$ cat src/rtl/systolic_pkg.sv
// systolic_pkg: shared constants for the systolic PE datapath.
// Adder width/segment defaults and the stage-count helper.
package systolic_pkg;

  localparam int DATA_WIDTH = 16;
  localparam int ADD_SEG    = 4;

  function automatic int add_stages(
    input int width,
    input int seg
  );
    if (seg < 1 || seg > width) begin
      return 1;
    end
    return width / seg;
  endfunction

endpackage

$ cat src/rtl/adder_segment.sv
// adder_segment: combinational SEG-bit ripple-carry slice.
// Also exposes the carry into the slice MSB for overflow.
import systolic_pkg::*;

module adder_segment #(
  parameter int SEG = ADD_SEG
) (
  input  logic [SEG-1:0] a,
  input  logic [SEG-1:0] b,
  input  logic           cin,
  output logic [SEG-1:0] sum,
  output logic           cout,
  output logic           c_msb_in
);

  logic [SEG:0] c;

  assign c[0] = cin;

  for (genvar i = 0; i < SEG; i++) begin : g_fa
    assign sum[i]   = a[i] ^ b[i] ^ c[i];
    assign c[i+1]   = (a[i] & b[i])
                    | ((a[i] ^ b[i]) & c[i]);
  end

  assign cout     = c[SEG];
  assign c_msb_in = c[SEG-1];

endmodule

$ cat src/rtl/pipelined_adder.sv
// pipelined_adder: segmented-carry add/sub, one SEG slice per stage.
// Operands skew forward, partial sums de-skew alongside the carry.
import systolic_pkg::*;

module pipelined_adder #(
  parameter int WIDTH = DATA_WIDTH,
  parameter int SEG   = ADD_SEG
) (
  input  logic             clk,
  input  logic             rst_n,
  input  logic             in_valid,
  output logic             in_ready,
  input  logic [WIDTH-1:0] in_a,
  input  logic [WIDTH-1:0] in_b,
  input  logic             in_sub,
  input  logic             in_cin,
  output logic             out_valid,
  input  logic             out_ready,
  output logic [WIDTH-1:0] out_sum,
  output logic             out_cout,
  output logic             out_ovf
);

  localparam int SEG_NZ = (SEG < 1) ? 1 : SEG;
  localparam int STAGES = add_stages(WIDTH, SEG);

  if (SEG < 1 || SEG > WIDTH
      || (WIDTH % SEG_NZ) != 0) begin : g_bad_param
    $error("pipelined_adder: WIDTH must be a multiple of SEG");
  end

  logic adv;

  assign adv      = ~out_valid | out_ready;
  assign in_ready = adv;

  for (genvar k = 0; k < STAGES; k++) begin : g_st
    logic             v_i;
    logic             c_i;
    logic [WIDTH-1:0] a_i;
    logic [WIDTH-1:0] b_i;
    logic [WIDTH-1:0] s_i;
    logic [WIDTH-1:0] s_n;
    logic [SEG-1:0]   seg_s;
    logic             seg_c;
    logic             seg_m;
    logic             v_q;
    logic             c_q;
    logic             m_q;
    logic [WIDTH-1:0] a_q;
    logic [WIDTH-1:0] b_q;
    logic [WIDTH-1:0] s_q;
    logic             unused_q;

    if (k == 0) begin : g_entry
      assign v_i = in_valid;
      assign a_i = in_a;
      assign b_i = in_sub ? ~in_b : in_b;
      assign c_i = in_sub | in_cin;
      assign s_i = '0;
    end else begin : g_chain
      assign v_i = g_st[k-1].v_q;
      assign a_i = g_st[k-1].a_q;
      assign b_i = g_st[k-1].b_q;
      assign c_i = g_st[k-1].c_q;
      assign s_i = g_st[k-1].s_q;
    end

    adder_segment #(
      .SEG (SEG)
    ) u_seg (
      .a        (a_i[k*SEG +: SEG]),
      .b        (b_i[k*SEG +: SEG]),
      .cin      (c_i),
      .sum      (seg_s),
      .cout     (seg_c),
      .c_msb_in (seg_m)
    );

    // Splice this stage's slice into the travelling partial sum.
    always_comb begin
      s_n = s_i;
      s_n[k*SEG +: SEG] = seg_s;
    end

    // Stage register: holds on stall, bubbles pass with v_q = 0.
    always_ff @(posedge clk or negedge rst_n) begin
      if (!rst_n) begin
        v_q <= 1'b0;
        c_q <= 1'b0;
        m_q <= 1'b0;
        a_q <= '0;
        b_q <= '0;
        s_q <= '0;
      end else if (adv) begin
        v_q <= v_i;
        c_q <= seg_c;
        m_q <= seg_m;
        a_q <= a_i;
        b_q <= b_i;
        s_q <= s_n;
      end
    end

    assign unused_q = ^{a_q, b_q, m_q};
  end

  assign out_valid = g_st[STAGES-1].v_q;
  assign out_sum   = g_st[STAGES-1].s_q;
  assign out_cout  = g_st[STAGES-1].c_q;
  assign out_ovf   = g_st[STAGES-1].c_q
                   ^ g_st[STAGES-1].m_q;

endmodule

$ cat config.mk
export PLATFORM = sky130hd
export DESIGN_NAME = pipelined_adder
export DESIGN_NICKNAME = d
export VERILOG_FILES = /design/src/rtl/systolic_pkg.sv /design/src/rtl/adder_segment.sv /design/src/rtl/pipelined_adder.sv
export SDC_FILE = /design/constraint.sdc
export NUM_CORES = 1
export LEC_CHECK = 0
export CAP_MARGIN = 0
export CELL_PAD_IN_SITES_DETAIL_PLACEMENT = 0
export CELL_PAD_IN_SITES_GLOBAL_PLACEMENT = 1
export CORE_MARGIN = 2
export CORE_UTILIZATION = 49
export CTS_BUF_LIST = sky130_fd_sc_hd__clkbuf_4
export DETAILED_ROUTE_END_ITERATION = 8
export DONT_BUFFER_PORTS = 1
export GPL_ROUTABILITY_DRIVEN = 0
export MAX_ROUTING_LAYER = met4
export PLACE_DENSITY = 0.77
export SLEW_MARGIN = 20
export SYNTH_ARGS = -nofsm -noshare
export SYNTH_HDL_FRONTEND = slang
export SYNTH_SLANG_ARGS = --single-unit
$ cat constraint.sdc
create_clock -name clk -period 2.1 [get_ports clk]
set_input_delay 0.42 -clock clk [delete_from_list [all_inputs] [get_ports clk]]
set_output_delay 0.42 -clock clk [all_outputs]
set_load 0.02 [all_outputs]
==> run summary <==
- critical path's slowest cell: sky130_fd_sc_hd__fa_1
- endpoint kind of the worst setup timing path: flip-flop
- delay of the slowest cell on the worst path: 0.39 ns
- Maximum Capacitance Violations: 0
- maximum vdd drop: 0.761 mV
- startpoint of the most critical register-to-register path: g_st[2].c_q
- cell class contributing the biggest share of worst-path delay: adder cells
- fill cell count: 714
- distinct cell type count of the synthesized netlist: 15
- Post-CTS Setup Bufs: 0
- final count of pins violating max slew: 0
- total power: 6.46 mW
- wire length reported by the detailed router: 6.25 mm
- clock root cell: sky130_fd_sc_hd__clkbuf_4
- number of buffers added on ports: 0
- Leak Pwr: 1.96 nW
- share of the synthesized area in the top cell type: 57.5%
- level count of the clock H-tree: 3
- leftover overflow at the end of global routing: 0
- Worst Setup Start Kind: flip-flop
- cts bufs inserted: 9
- HPWL after detailed placement: 4.13 mm
- final antenna diode count: 0
- Initial Utilization: 50.9%
- fin crit share: 105%
- number of clock sinks: 97
- Clock Pin Slew Worst Setup and Hold Paths: 0.14 ns
- worst-case setup margin in the final layout: -0.0979 ns
- syn_nets: 332
- slew of the pin with the lowest slew margin: 0.445 ns
- overall die height: 96.8 µm
- worst slew margin relative to its limit: 70.3%
- detailed-route vias per instance: 5.16
- portion of the post-synthesis area used by sequential elements: 57.5%
- initial antenna violation count: 0
- 1st-pass router iterations: 3
- clock latency of the later-clocked register in the worst-skew pair: 0.41 ns
- type of the worst min-delay path: in2async
- die area: 9370 µm²
- number of standard-cell rows in the floorplan: 33
- layout cells sized above 1: 43.5%
- clock tree from TritonCTS: built
- average wire per standard cell: 16.0 µm
- die extent in x: 96.8 µm
- ordered list of cells on the worst path: inv_2 > fa_2 > inv_2 > fa_2 > inv_2 > fa_2 > inv_2 > fa_1 > mux2_4
- critical path type: reg2reg
- count of unresolved DRC violations after routing: 0
- vias in the first global route: 2172
- Post-Route Utilization: 54.2%
- pwr dens: 1440 nW/µm²
- RSZ-0062 raised after global routing: yes
- average cell area after synthesis: 15.2 µm²
- most frequent CP cell: sky130_fd_sc_hd__inv_2
- arrival time at the worst endpoint: 2.51 ns
- count of routing violations after the opening detailed-route iteration: 78
- minimum period implied by the final worst setup slack: 2.20 ns
- Final Hold Viols: 97
- cells after synthesis: 278
- Clock Skews: 0.0129 ns
- cell area after technology mapping: 4220 µm²
- global-route wire length before repair: 10.8 mm
- r2r worst-path depth: 9
- Worst Hold Margin: -0.324 ns
- via count: 2011
- Reg2Reg Setup Slack: -0.1 ns
- worst endpoint required time: 2.42 ns
- fin nets: 334
- failing checks: negative hold slack, negative setup slack
- Placed Instances: 374
- number of I/O pins: 58
- #FFs+latches synth: 97
- Final setup viols: 1
- global-route usage over all layers: 14.9%
- largest net degree at the start of global routing: 98
- leading area contributor after synthesis: sky130_fd_sc_hd__dfrtp_1
- maximum buffer depth of the clock tree: 2
- run status: finished with violations
- most area-consuming cells after synthesis: sky130_fd_sc_hd__dfrtp_1, sky130_fd_sc_hd__mux2_2, sky130_fd_sc_hd__fa_1
- number of nets with antenna violations after routing: 0
- core footprint: 8300 µm²
- maximum frequency from static timing analysis: 0.455 GHz
- Area Overhead vs Synth: 6.55%
- Max Fanout on Critical Path: 2
- endpoint of the worst-slack reg-to-reg timing path: out_sum[15]
- synthesis warning total: 0
- Final Instance Count excl. Fillers: 390
- total buffers and inverters traversed by the critical path: 4
per-layer routing:
layer | up-vias | track usage, % | share of wire (%)
li1 | 921 | - | -
met5 | - | - | 0
met3 | 8 | 4.55 | 4.2
met2 | 40 | 22.8 | 49
met4 | 0 | 3.90 | 1.0
met1 | 1042 | 19.7 | 46
flip-flops by register name (all words and copies together) (netlist names):
signal and cells:
g_st.s_q 24, g_st.m_q 1, g_st.a_q 24, g_st.v_q 3, g_st.b_q 24, out_valid 1
g_st.c_q 3, out_cout 1, out_sum 16
through the flow:
stage / hold slack, ns / setup WS (ns) / cell area, µm² / setup TNS (ns)
3_3_place_gp: 0.128 / -0.324 / 4340 / -0.489
6_report: -0.324 / -0.0979 / 4500 / -0.0979
2_1_floorplan: 0.124 / -0.562 / 4280 / -0.833
3_5_place_dp: 0.128 / -0.351 / 4340 / -0.659
5_1_grt: -0.384 / -0.223 / 4500 / -0.431
4_1_cts: -0.355 / -0.121 / 4490 / -0.159
cells in the mapped netlist:
master,number
sky130_fd_sc_hd__dfrtp_1,97
sky130_fd_sc_hd__mux2_2,79
sky130_fd_sc_hd__inv_1,26
sky130_fd_sc_hd__fa_1,16
sky130_fd_sc_hd__xor2_1,12
sky130_fd_sc_hd__a21oi_1,9
sky130_fd_sc_hd__buf_2,9
sky130_fd_sc_hd__nor3b_1,9
sky130_fd_sc_hd__buf_6,5
sky130_fd_sc_hd__xnor2_1,5
sky130_fd_sc_hd__mux2_4,4
sky130_fd_sc_hd__mux2i_1,4
sky130_fd_sc_hd__nand2b_1,1
sky130_fd_sc_hd__nand2b_4,1
sky130_fd_sc_hd__nor2_1,1
area by class of cell:
cell class	instances	area (µm²)	share of cell area [%]
clock buffer	11	82.6	1.84
clock inverter	5	46.3	1.03
inverter	26	97.6	2.17
multi-input combinational	141	1650	36.7
sequential	97	2430	54.0
tap	105	131	2.92
timing repair buffer	5	62.6	1.39
timing repair:
action                                  CTS  global route
pin swaps                                 2             3
hold endpoints to repair                 97            97
gates resized for setup                  12             5
endpoints found under the setup margin    4             4
worst max-delay path by stage:
stage | startpoint | to | cells past startpoint
global route | g_st[2].c_q | out_sum[15] | 9
CTS | g_st[2].c_q | out_sum[15] | 9
detailed placement | in_sub | g_st[0].s_q[3] | 7
finish | g_st[2].c_q | out_sum[15] | 9
floorplan | in_sub | g_st[0].s_q[3] | 9
global placement | in_sub | g_st[0].s_q[3] | 7
kinds of logic after synthesis:
logic type      synth area share (%)
mux                             23.4
simple gates                    2.16
flops                           57.5
xor+xnor                        3.53
fa+ha+maj                       7.59
compound gates                  1.07
buf+inv                         4.71
cell usage in the layout (no fill, tap or decap):
master                      instances
sky130_fd_sc_hd__a21oi_1            8
sky130_fd_sc_hd__a21oi_2            1
sky130_fd_sc_hd__buf_12             2
sky130_fd_sc_hd__buf_4              3
sky130_fd_sc_hd__bufinv_16          1
sky130_fd_sc_hd__clkbuf_4          11
sky130_fd_sc_hd__clkinv_1           3
sky130_fd_sc_hd__clkinv_2           1
sky130_fd_sc_hd__dfrtp_1           97
sky130_fd_sc_hd__fa_1               6
sky130_fd_sc_hd__fa_2              10
sky130_fd_sc_hd__inv_1             16
sky130_fd_sc_hd__inv_2             10
sky130_fd_sc_hd__mux2_2            77
sky130_fd_sc_hd__mux2_4             6
sky130_fd_sc_hd__mux2i_1            4
sky130_fd_sc_hd__nand2b_1           1
sky130_fd_sc_hd__nand2b_4           1
sky130_fd_sc_hd__nor2_1             1
sky130_fd_sc_hd__nor3b_1            9
sky130_fd_sc_hd__xnor2_1            4
sky130_fd_sc_hd__xnor2_4            1
sky130_fd_sc_hd__xor2_1            12
report_power, final:
part	switching (mW)	leakage (nW)	internal, mW
Sequential	0.688	1.12	2.70
Clock	0.563	0.0734	0.379
Combinational	0.858	0.767	1.27
worst register-to-register path, cell delays in order (launching register included):
cell                      delay (ns)
sky130_fd_sc_hd__dfrtp_1        0.36
sky130_fd_sc_hd__inv_2          0.05
sky130_fd_sc_hd__fa_2           0.37
sky130_fd_sc_hd__inv_2          0.06
sky130_fd_sc_hd__fa_2           0.19
sky130_fd_sc_hd__inv_2          0.04
sky130_fd_sc_hd__fa_2           0.32
sky130_fd_sc_hd__inv_2          0.07
sky130_fd_sc_hd__fa_1           0.39
sky130_fd_sc_hd__mux2_4         0.27
No activity file was read; power rests on OpenSTA's default activity.
